==> src/rtl/wb_mcu_master.sv <==
// wb_mcu_master: bridges the MCU 8-bit asynchronous SRAM bus (ncs/nwe/nrd)
// onto a 16-bit Wishbone fabric. Each MCU byte access becomes one Wishbone
// single cycle. Reads land in a word latch so a following high-byte read of
// the same word is answered without a bus cycle. Stuck slaves are aborted
// by an ack timeout.
module wb_mcu_master #(
    parameter int ADDR_WIDTH     = 15,
    parameter int DATA_WIDTH     = 16,
    parameter int MCU_ADDR_WIDTH = 16,
    parameter int SYNC_STAGES    = 2,
    parameter int TIMEOUT        = 255
) (
    input  logic                      clk_i,
    input  logic                      rst_i,
    input  logic                      mcu_ncs,
    input  logic                      mcu_nwe,
    input  logic                      mcu_nrd,
    input  logic [MCU_ADDR_WIDTH-1:0] mcu_addr,
    input  logic [7:0]                mcu_data_i,
    output logic [7:0]                mcu_data_o,
    output logic                      mcu_data_oe,
    output logic                      wb_cyc_o,
    output logic                      wb_stb_o,
    output logic                      wb_we_o,
    output logic [ADDR_WIDTH-1:0]     wb_adr_o,
    output logic [DATA_WIDTH-1:0]     wb_dat_o,
    output logic [1:0]                wb_sel_o,
    input  logic [DATA_WIDTH-1:0]     wb_dat_i,
    input  logic                      wb_ack_i,
    output logic                      timeout_o,
    output logic                      overrun_o,
    input  logic                      clr_i
);

    typedef enum logic [1:0] {ST_IDLE, ST_WR, ST_RD} state_t;

    // Last count value before the abort fires: stb stays high TIMEOUT cycles.
    localparam logic [9:0] TO_LAST = 10'(TIMEOUT - 1);

    logic [SYNC_STAGES-1:0]    ncs_sync_reg, nwe_sync_reg, nrd_sync_reg;
    logic                      s_ncs, s_nwe, s_nrd;
    logic                      s_ncs_d_reg, s_nwe_d_reg, s_nrd_d_reg;
    logic [MCU_ADDR_WIDTH-1:0] cap_adr_reg, wr_adr_reg;
    logic [7:0]                cap_dat_reg, wr_dat_reg;
    logic [ADDR_WIDTH-1:0]     cap_wadr, wr_wadr, lat_adr_reg;
    logic [DATA_WIDTH-1:0]     lat_dat_reg;
    logic                      lat_vld_reg, wr_pend_reg, rd_pend_reg;
    logic                      wr_evt, rd_evt, wr_take, rd_take, rd_hit;
    logic [9:0]                to_cnt_reg;
    state_t                    state_reg;

    assign s_ncs = ncs_sync_reg[SYNC_STAGES-1];
    assign s_nwe = nwe_sync_reg[SYNC_STAGES-1];
    assign s_nrd = nrd_sync_reg[SYNC_STAGES-1];

    // Byte address -> word address, zero-extended or truncated bit by bit.
    genvar gi;
    generate
        for (gi = 0; gi < ADDR_WIDTH; gi++) begin : g_wadr
            if (gi + 1 < MCU_ADDR_WIDTH) begin : g_bit
                assign cap_wadr[gi] = cap_adr_reg[gi+1];
                assign wr_wadr[gi]  = wr_adr_reg[gi+1];
            end else begin : g_zero
                assign cap_wadr[gi] = 1'b0;
                assign wr_wadr[gi]  = 1'b0;
            end
        end
    endgenerate

    // Write fires after the strobe ends; previous ncs lets ncs rise with nwe.
    assign wr_evt  = s_nwe & ~s_nwe_d_reg & ~s_ncs_d_reg;
    assign rd_evt  = ~s_nrd & s_nrd_d_reg & ~s_ncs;
    assign wr_take = (state_reg == ST_IDLE) & wr_pend_reg;
    assign rd_take = (state_reg == ST_IDLE) & ~wr_pend_reg & rd_pend_reg;
    assign rd_hit  = cap_adr_reg[0] & lat_vld_reg & (cap_wadr == lat_adr_reg);

    assign mcu_data_o  = cap_adr_reg[0] ? lat_dat_reg[15:8] : lat_dat_reg[7:0];
    assign mcu_data_oe = ~mcu_nrd & ~mcu_ncs;

    // Strobe synchronizers plus one delayed copy for edge detection.
    always_ff @(posedge clk_i) begin
        if (rst_i) begin
            ncs_sync_reg <= '1;
            nwe_sync_reg <= '1;
            nrd_sync_reg <= '1;
            s_ncs_d_reg  <= 1'b1;
            s_nwe_d_reg  <= 1'b1;
            s_nrd_d_reg  <= 1'b1;
        end else begin
            ncs_sync_reg <= {ncs_sync_reg[SYNC_STAGES-2:0], mcu_ncs};
            nwe_sync_reg <= {nwe_sync_reg[SYNC_STAGES-2:0], mcu_nwe};
            nrd_sync_reg <= {nrd_sync_reg[SYNC_STAGES-2:0], mcu_nrd};
            s_ncs_d_reg  <= s_ncs;
            s_nwe_d_reg  <= s_nwe;
            s_nrd_d_reg  <= s_nrd;
        end
    end

    // Track address/data while a strobe is active; pins are stable by then.
    always_ff @(posedge clk_i) begin
        if (rst_i) begin
            cap_adr_reg <= '0;
            cap_dat_reg <= '0;
        end else if (~s_ncs & (~s_nwe | ~s_nrd)) begin
            cap_adr_reg <= mcu_addr;
            cap_dat_reg <= mcu_data_i;
        end
    end

    // Pending flags; an accepted write snapshots its address/data so a later
    // MCU access cannot corrupt it while an earlier cycle is still on the bus.
    always_ff @(posedge clk_i) begin
        if (rst_i) begin
            wr_pend_reg <= 1'b0;
            rd_pend_reg <= 1'b0;
            overrun_o   <= 1'b0;
            wr_adr_reg  <= '0;
            wr_dat_reg  <= '0;
        end else begin
            if (clr_i) overrun_o <= 1'b0;
            if (wr_take) wr_pend_reg <= 1'b0;
            if (rd_take) rd_pend_reg <= 1'b0;
            if (wr_evt) begin
                if (wr_pend_reg && !wr_take) begin
                    overrun_o <= 1'b1;
                end else begin
                    wr_pend_reg <= 1'b1;
                    wr_adr_reg  <= cap_adr_reg;
                    wr_dat_reg  <= cap_dat_reg;
                end
            end
            if (rd_evt) begin
                if (rd_pend_reg && !rd_take) overrun_o <= 1'b1;
                else                         rd_pend_reg <= 1'b1;
            end
        end
    end

    // Bus FSM: launches cycles, handles ack/timeout, maintains the read latch.
    always_ff @(posedge clk_i) begin
        if (rst_i) begin
            state_reg   <= ST_IDLE;
            wb_cyc_o    <= 1'b0;
            wb_stb_o    <= 1'b0;
            wb_we_o     <= 1'b0;
            wb_adr_o    <= '0;
            wb_dat_o    <= '0;
            wb_sel_o    <= '0;
            to_cnt_reg  <= '0;
            lat_dat_reg <= '0;
            lat_adr_reg <= '0;
            lat_vld_reg <= 1'b0;
            timeout_o   <= 1'b0;
        end else begin
            if (clr_i) timeout_o <= 1'b0;
            case (state_reg)
                ST_IDLE: begin
                    if (wr_take) begin
                        wb_cyc_o    <= 1'b1;
                        wb_stb_o    <= 1'b1;
                        wb_we_o     <= 1'b1;
                        wb_adr_o    <= wr_wadr;
                        wb_sel_o    <= wr_adr_reg[0] ? 2'b10 : 2'b01;
                        wb_dat_o    <= {wr_dat_reg, wr_dat_reg};
                        to_cnt_reg  <= '0;
                        lat_vld_reg <= 1'b0;
                        state_reg   <= ST_WR;
                    end else if (rd_take && !rd_hit) begin
                        wb_cyc_o   <= 1'b1;
                        wb_stb_o   <= 1'b1;
                        wb_we_o    <= 1'b0;
                        wb_adr_o   <= cap_wadr;
                        wb_sel_o   <= cap_adr_reg[0] ? 2'b10 : 2'b01;
                        wb_dat_o   <= {cap_dat_reg, cap_dat_reg};
                        to_cnt_reg <= '0;
                        state_reg  <= ST_RD;
                    end
                end
                default: begin
                    if (wb_ack_i) begin
                        wb_cyc_o  <= 1'b0;
                        wb_stb_o  <= 1'b0;
                        wb_we_o   <= 1'b0;
                        state_reg <= ST_IDLE;
                        if (state_reg == ST_RD) begin
                            lat_dat_reg <= wb_dat_i;
                            lat_adr_reg <= wb_adr_o;
                            lat_vld_reg <= 1'b1;
                        end
                    end else if (to_cnt_reg == TO_LAST) begin
                        wb_cyc_o  <= 1'b0;
                        wb_stb_o  <= 1'b0;
                        wb_we_o   <= 1'b0;
                        timeout_o <= 1'b1;
                        state_reg <= ST_IDLE;
                        if (state_reg == ST_RD) begin
                            lat_dat_reg <= '1;
                            lat_vld_reg <= 1'b0;
                        end
                    end else begin
                        to_cnt_reg <= to_cnt_reg + 10'd1;
                    end
                end
            endcase
        end
    end

endmodule

==> config.mk <==
export PLATFORM = sky130hd
export DESIGN_NAME = wb_mcu_master
export DESIGN_NICKNAME = d
export VERILOG_FILES = /design/src/rtl/wb_mcu_master.sv
export SDC_FILE = /design/constraint.sdc
export NUM_CORES = 1
export LEC_CHECK = 0
export ABC_AREA = 1
export CORE_MARGIN = 3
export CORE_UTILIZATION = 40
export CTS_BUF_LIST = sky130_fd_sc_hd__clkbuf_4
export DETAILED_ROUTE_END_ITERATION = 6
export PLACE_DENSITY = 0.7
export SETUP_SLACK_MARGIN = 0.05
export SLEW_MARGIN = 10
export SYNTH_ARGS = -nofsm -noshare
export SYNTH_HDL_FRONTEND = slang
export SYNTH_SLANG_ARGS = --single-unit
export TNS_END_PERCENT = 100
==> constraint.sdc <==
create_clock -name clk_i -period 1.85 [get_ports clk_i]
set_clock_uncertainty 0.2 [all_clocks]
set_input_delay 0.185 -clock clk_i [delete_from_list [all_inputs] [get_ports clk_i]]
set_output_delay 0.185 -clock clk_i [all_outputs]
set_load 0.02 [all_outputs]
==> results of run 1 <==
## cell type report
| cell class | instances | area, µm² | area share, % |
|---|---|---|---|
| Inverter | 99 | 394 | 5.10 |
| Sequential cell | 131 | 2640 | 34.1 |
| Tap cell | 176 | 220 | 2.85 |
| Clock buffer | 18 | 135 | 1.75 |
| Clock inverter | 14 | 92.6 | 1.20 |
| Multi-Input combinational cell | 472 | 2590 | 33.5 |
| Timing Repair inverter | 1 | 7.51 | 0.0972 |
| Timing Repair Buffer | 164 | 1650 | 21.3 |
## stage by stage
stage,std cells,area (µm²),setup TNS (ns)
global route,1075,7720,-4.36
global placement,1007,6810,-0.000922
CTS,1071,7400,-0.260
floorplan,752,5550,0
detailed placement,1007,6810,-0.00982
finish,1075,7720,-0.240
## logic make-up (layout without fill, tap and decap cells)
| logic type | Yosys count | count (layout) |
|---|---|---|
| simple gates | 252 | 252 |
| compound gates | 216 | 216 |
| buf+inv | 149 | 296 |
| flops | 131 | 131 |
| fa+ha+maj | 2 | 2 |
| xor+xnor | 2 | 2 |
## critical path, delay by kind of cell, from the launching register on
family / cells / cell delay [ns]
buffers and inverters: 3 / 0.42
and+or+nand+nor: 2 / 0.22
DFF: 1 / 0.37
## placed cells by master (no fill, tap or decap), types with 2 or more instances in the layout
| cell type | netlist | routed |
|---|---|---|
| buf_12 | 0 | 8 |
| nand2_8 | 0 | 2 |
| o21ai_0 | 108 | 83 |
| nand2_4 | 3 | 4 |
| nor2_4 | 2 | 3 |
| o21ai_2 | 0 | 16 |
| o221a_2 | 16 | 3 |
| dfxtp_1 | 131 | 121 |
| a21oi_2 | 1 | 5 |
| nand3_1 | 23 | 21 |
| nand2_1 | 134 | 123 |
| buf_4 | 12 | 32 |
| o21ai_1 | 3 | 12 |
| buf_2 | 5 | 2 |
| clkbuf_4 | 0 | 18 |
| o221a_4 | 0 | 13 |
| or2_2 | 7 | 7 |
| nor3_1 | 3 | 2 |
| clkdlybuf4s50_1 | 0 | 47 |
| xor2_1 | 2 | 2 |
| inv_1 | 96 | 92 |
| dlygate4sd3_1 | 0 | 24 |
| nor2_1 | 76 | 74 |
| dfxtp_2 | 0 | 9 |
| nand2_2 | 1 | 9 |
| buf_6 | 3 | 9 |
| clkinvlp_4 | 0 | 5 |
| clkinv_2 | 0 | 6 |
| clkinv_4 | 0 | 5 |
| a21oi_1 | 87 | 82 |
| clkbuf_16 | 0 | 2 |
| inv_2 | 2 | 3 |
| dlygate4sd2_1 | 0 | 37 |
## layer usage
metal	global-route usage [%]	up-vias
met1	24.5	2336
li1	-	2699
met5	0	-
met3	5.04	12
met2	28.2	147
met4	6.16	0
## power groups by stage
stage               clock network (mW)  registers, mW  logic, mW
finish                            1.60           2.88      0.397
global route                      1.76           2.88      0.435
CTS                               1.64           2.88      0.377
detailed placement                   0           2.94      0.330
global placement                     0           2.94      0.331
floorplan                            0           2.94      0.149
## how the worst min path moves through the flow
stage | endpoint | slack [ns]
2_1_floorplan | nwe_sync_reg[0]$_SDFF_PP1_ | 0.09
5_1_grt | cap_adr_reg[15]$_SDFFE_PP0P_ | 0.0008
4_1_cts | cap_adr_reg[15]$_SDFFE_PP0P_ | 0.004
6_report | cap_adr_reg[14]$_SDFFE_PP0P_ | 0.04
3_5_place_dp | ncs_sync_reg[1]$_SDFF_PP1_ | 0.19
3_3_place_gp | nrd_sync_reg[1]$_SDFF_PP1_ | 0.19
## timing repair
item                       in CTS  in global routing
setup endpoints to repair      93                 84
gates cloned                    2                  2
pin swaps                       5                 21
hold buffers                   24                  0
hold endpoints to repair       24                  0
buffers inserted                6                  2
gates resized for setup       109                 82
## synth_stat cells
cell      count  area [µm²]
nor2_8        1        20.0
a21oi_1      87         435
inv_2         2        7.51
nand2_2       1        6.26
o221a_2      16         180
or2_2         7        43.8
xor2_1        2        17.5
inv_1        96         360
nand3_1      23         115
buf_1         1        3.75
dfxtp_1     131        2620
o21ai_1       3        15.0
and3_1        1        6.26
buf_6         3        33.8
clkbuf_1     29         109
nor2_4        2        22.5
ha_1          2        25.0
nor3_1        3        15.0
nor2_1       76         285
o21ai_0     108         541
buf_2         5        25.0
inv_4         1        6.26
nand2_4       3        33.8
nand3b_1      1        7.51
a21oi_2       1        8.76
buf_4        12        90.1
nand2_1     134         503
a211oi_1      1        7.51
==> impl_metrics.py, run 1 <==
metrics = {
    "outcome": {
        "status": "finished, violations left",
        "violations": "negative setup slack",
    },
    "grt": {
        "antenna_found_initial": 0,
        "grt_pass1_vias": 4598,
        "grt_pass1_wl_mm": 21.9,
        "grt_overflow": 0,
        "grt_max_degree": 56,
        "track_usage_pct": 18.2,
    },
    "synthesis": {
        "syn_area_per_cell_um2": 7.38,
        "synth_top_family_by_area": "compound AO/OA/AOI/OAI gates",
        "synthAdderAreaFrac_pct": 0.451,
        "syn_inst": 752,
        "ys_seq_area_share_pct": 47.3,
        "synth_area_um2": 5550,
        "synth-compound-area-share_pct": 21.4,
        "ys_ff_latch": 131,
        "ys_types": 28,
        "synth_xor_area_share_pct": 0.316,
        "yosys-mux-area-fraction_pct": 0,
        "syn_nets": 801,
        "yosys.area_share.simple_pct": 19.1,
        "ys.warnings.count": 0,
    },
    "timing": {
        "hold_viol": 0,
        "finalWorstSetupSlack_ns": -0.0718,
        "fin_crit_ns": 1.92,
        "drv_slew": 0,
        "tightest_slew_ns": 0.359,
        "holdWs_ns": 0.0438,
        "timing.slew.headroom_pct": 76.1,
        "rsz0062_at_grt": "true",
        "finalCritPeriodShare_pct": 104,
        "fmax_mhz": 520,
        "setup_viol": 8,
    },
    "hold_path": {
        "hp-start": "mcu_addr[14]",
        "hold_class": "in -> reg",
        "worstHoldPathCells": 3,
    },
    "power_and_ir_drop": {
        "p_leak_nw": 3.31,
        "vdd_drop_max_mv": 0.452,
        "p_int_mw": 3.60,
        "powerDensity_nw_per_um2": 631,
        "power_frac_seq_pct": 59.0,
        "pwr-share-comb_pct": 8.1,
        "switching_share_pct": 26.1,
        "power_frac_clock_pct": 32.8,
        "p_switching_mw": 1.27,
        "power.total_mw": 4.87,
    },
    "critical_path": {
        "max_stage_delay_ns": 0.37,
        "cp_cell_sequence": "buf_6 -> clkinvlp_4 -> nand2_1 -> nand2_2 -> buf_6",
        "critical_path.endpoint": "mcu_data_o[5]",
        "endpoint_kind": "output port",
        "critPathLaunch": "cap_adr_reg[0]$_SDFFE_PP0P_",
        "crit_path_top_delay_cell": "dfxtp_2",
        "rr_worst_depth": 9,
        "crit_top_cell": "buf_6",
        "r2r-end": "lat_dat_reg[2]$_SDFFE_PP0P_",
        "r2r_setup_slack_ns": 0,
        "critPathKind": "reg -> out",
        "critical_path_arrival_ns": 1.54,
        "crit_path_start_kind": "flip-flop",
        "regToRegStartpoint": "to_cnt_reg[0]$_SDFFE_PP0P_",
        "worstPathMaxFanout": 8,
        "crit_required_ns": 1.46,
    },
    "route": {
        "wl_met1_mm": 6.54,
        "vias": 5194,
        "wl_per_cell_um": 13.2,
        "drtIter0Drc": 353,
        "drc": 0,
        "firstDrtPassIters": 5,
        "detail_route.vias_per_cell": 4.83,
        "dr_wl_met2_mm": 6.67,
        "totalWireLength_mm": 14.2,
        "routed.top_layer": "met4",
        "ant_nets": 0,
        "wl_met3_um": 826,
    },
    "layout": {
        "drive_gt1_share_pct": 19.4,
        "final_util_pct": 57.6,
        "fillers": 1234,
        "area_delta_synth_final_pct": 39.3,
        "diodes": 0,
        "num-nets-final": 935,
    },
    "cts": {
        "clk_latency_ns": 0.54,
        "clock-sinks": 131,
        "htree_levels": 4,
        "clock-root-buffer": "clkbuf_4",
        "clk_path_buf_depth": 2,
        "cts_inserted_buffers": 17,
        "cts_tree": "yes",
        "path_clk_slew_ns": 0.11,
    },
    "placement": {
        "gp_congestion": 0.805,
        "dp_slack_ns": -0.00982,
        "dp_hpwl_mm": 8.65,
        "portBuffers": 93,
    },
    "floorplan": {
        "die_h_um": 124,
        "die_x_um": 124,
        "dieArea_um2": 15300,
        "rows": 42,
        "start_util_pct": 41.4,
        "core_um2": 13400,
        "boundaryPins": 94,
    },
    "flow_run": {
        "max-cap-violations": 0,
    },
}
(Power assumes the default switching activity.)
==> inputs of run 2 (changes only) <==
--- a/config.mk
+++ b/config.mk
@@ -10,6 +10,7 @@
 export CORE_UTILIZATION = 40
 export CTS_BUF_LIST = sky130_fd_sc_hd__clkbuf_4
 export DETAILED_ROUTE_END_ITERATION = 6
+export MAX_ROUTING_LAYER = met4
 export PLACE_DENSITY = 0.7
 export SETUP_SLACK_MARGIN = 0.05
 export SLEW_MARGIN = 10
==> run 2 against run 1 <==
  * The run still ends with negative setup slack left
  * Sequential power about the same
  * Count of clock-buffer cells in the layout unchanged
  * Combinational power barely moved
  * Register-to-register slack about the same
  * Sequential cell count stayed put
  * Non-clock buffer count grew 1
  * Final area about the same
  * Wire length shrank 0.47%
  * Fmax up 0.90%
  * Critical path type unchanged
  * Critical endpoint unchanged
==> impl_metrics.py, run 2 (synthesis gave the netlist of run 1 again) <==
metrics = {
    "outcome": {
        "status": "finished, violations left",
        "violations": "negative setup slack",
    },
    "cts": {
        "clk_latency_ns": 0.54,
        "clock-sinks": 131,
        "path_clk_slew_ns": 0.11,
        "clock-root-buffer": "clkbuf_4",
        "cts_inserted_buffers": 17,
        "clk_path_buf_depth": 2,
        "cts_tree": "yes",
        "htree_levels": 4,
    },
    "layout": {
        "num-nets-final": 936,
        "final_cell_count_no_fill": 1076,
        "layout_commonest_cell": "nand2_1",
        "fillers": 1233,
        "diodes": 0,
        "final_util_pct": 57.6,
        "drive_gt1_share_pct": 18.9,
        "final_cell_mix": "125 x nand2_1, 121 x dfxtp_1, 92 x inv_1",
        "area_delta_synth_final_pct": 39.2,
    },
    "grt": {
        "grt_max_degree": 56,
        "antenna_found_initial": 0,
        "grt_overflow": 0,
        "grt_pass1_vias": 4612,
        "grt_pass1_wl_mm": 21.9,
        "track_usage_pct": 18.7,
    },
    "floorplan": {
        "boundaryPins": 94,
        "rows": 42,
        "die_h_um": 124,
        "die_x_um": 124,
        "start_util_pct": 41.4,
        "core_um2": 13400,
        "dieArea_um2": 15300,
    },
    "placement": {
        "dp_hpwl_mm": 8.65,
        "gp_congestion": 0.817,
        "portBuffers": 93,
        "dp_slack_ns": -0.00982,
        "dpl.cell_count": 1007,
    },
    "route": {
        "wl_per_cell_um": 13.1,
        "wl_met3_um": 755,
        "wl_met1_mm": 6.58,
        "routed.top_layer": "met4",
        "dr_wl_met2_mm": 6.62,
        "drc": 0,
        "vias": 5162,
        "drtIter0Drc": 334,
        "detail_route.vias_per_cell": 4.80,
        "firstDrtPassIters": 5,
        "ant_nets": 0,
        "totalWireLength_mm": 14.1,
    },
    "timing": {
        "finalCritPeriodShare_pct": 103,
        "tightest_slew_ns": 0.343,
        "hold_viol": 0,
        "fin_crit_ns": 1.90,
        "drv_slew": 0,
        "timing.slew.headroom_pct": 77.1,
        "finalWorstSetupSlack_ns": -0.0547,
        "setup_viol": 6,
        "fmax_mhz": 525,
        "rsz0062_at_grt": "true",
    },
    "critical_path": {
        "crit_path_start_kind": "flip-flop",
        "worstPathMaxFanout": 8,
        "critPathKind": "reg -> out",
        "critical_path_arrival_ns": 1.52,
        "crit_required_ns": 1.46,
        "endpoint_kind": "output port",
    },
    "power_and_ir_drop": {
        "powerDensity_nw_per_um2": 630,
        "power.total_mw": 4.87,
        "vdd_drop_max_mv": 0.471,
        "p_leak_nw": 3.32,
    },
    "hold_path": {
        "hold_class": "in -> reg",
    },
    "flow_run": {
        "max-cap-violations": 0,
    },
}
## run 2: layout make-up
type / count / area (µm²) / share of cell area [%]
Timing Repair Buffer: 165 / 1660 / 21.5
Clock inverter: 14 / 92.6 / 1.20
Sequential cell: 131 / 2640 / 34.2
Clock buffer: 18 / 135 / 1.75
Inverter: 99 / 394 / 5.10
Multi-Input combinational cell: 472 / 2570 / 33.3
Timing Repair inverter: 1 / 7.51 / 0.0972
Tap cell: 176 / 220 / 2.85
## run 2: worst paths after layout
kind                                from                            to  slack (ns)  cells after the start
max          cap_adr_reg[0]$_SDFFE_PP0P_                 mcu_data_o[5]       -0.05                      5
min                         mcu_addr[14]  cap_adr_reg[14]$_SDFFE_PP0P_        0.05                      3
max reg2reg   to_cnt_reg[0]$_SDFFE_PP0P_   lat_dat_reg[2]$_SDFFE_PP0P_        0.01                      9
min reg2reg   nwe_sync_reg[0]$_SDFF_PP1_    nwe_sync_reg[1]$_SDFF_PP1_        0.22                      1
## run 2: power by group
part | leakage, nW | internal (mW) | switching [mW] | total (mW)
logic | 2.13 | 0.214 | 0.182 | 0.395
registers | 1.06 | 2.85 | 0.0238 | 2.88
clock network | 0.129 | 0.533 | 1.06 | 1.59
## run 2: through the flow
| step | TNS (ns) | cell area, µm² | hold slack (ns) |
|---|---|---|---|
| final | -0.117 | 7720 | 0.0492 |
| after global routing | -4.54 | 7720 | 0.0148 |
| after CTS | -0.260 | 7400 | 0.00444 |
| after detailed placement | -0.00982 | 6810 | 0.192 |
| after global placement | -0.000922 | 6810 | 0.190 |
| after floorplan | 0 | 5550 | 0.0888 |
## run 2: layer usage
metal  vias up  global-route usage [%]
met5         -                       -
met4         0                    6.16
met3        17                    4.81
met2       125                    28.2
met1      2321                    24.5
li1       2699                       -
## run 2: worst max-delay path, stage by stage (launching register included)
cell and delay, ns:
dfxtp_2 0.37, buf_6 0.12, clkinvlp_4 0.16, nand2_1 0.14
nand2_2 0.07, buf_6 0.13
## run 2: timing repair
item                       4_1_cts  5_1_grt
hold buffers                    24        0
resized for setup              109       73
pin swaps                        5       16
hold endpoints to repair        24        0
setup endpoints to repair       93       85
buffers inserted                 6        2
gates cloned                     2        3
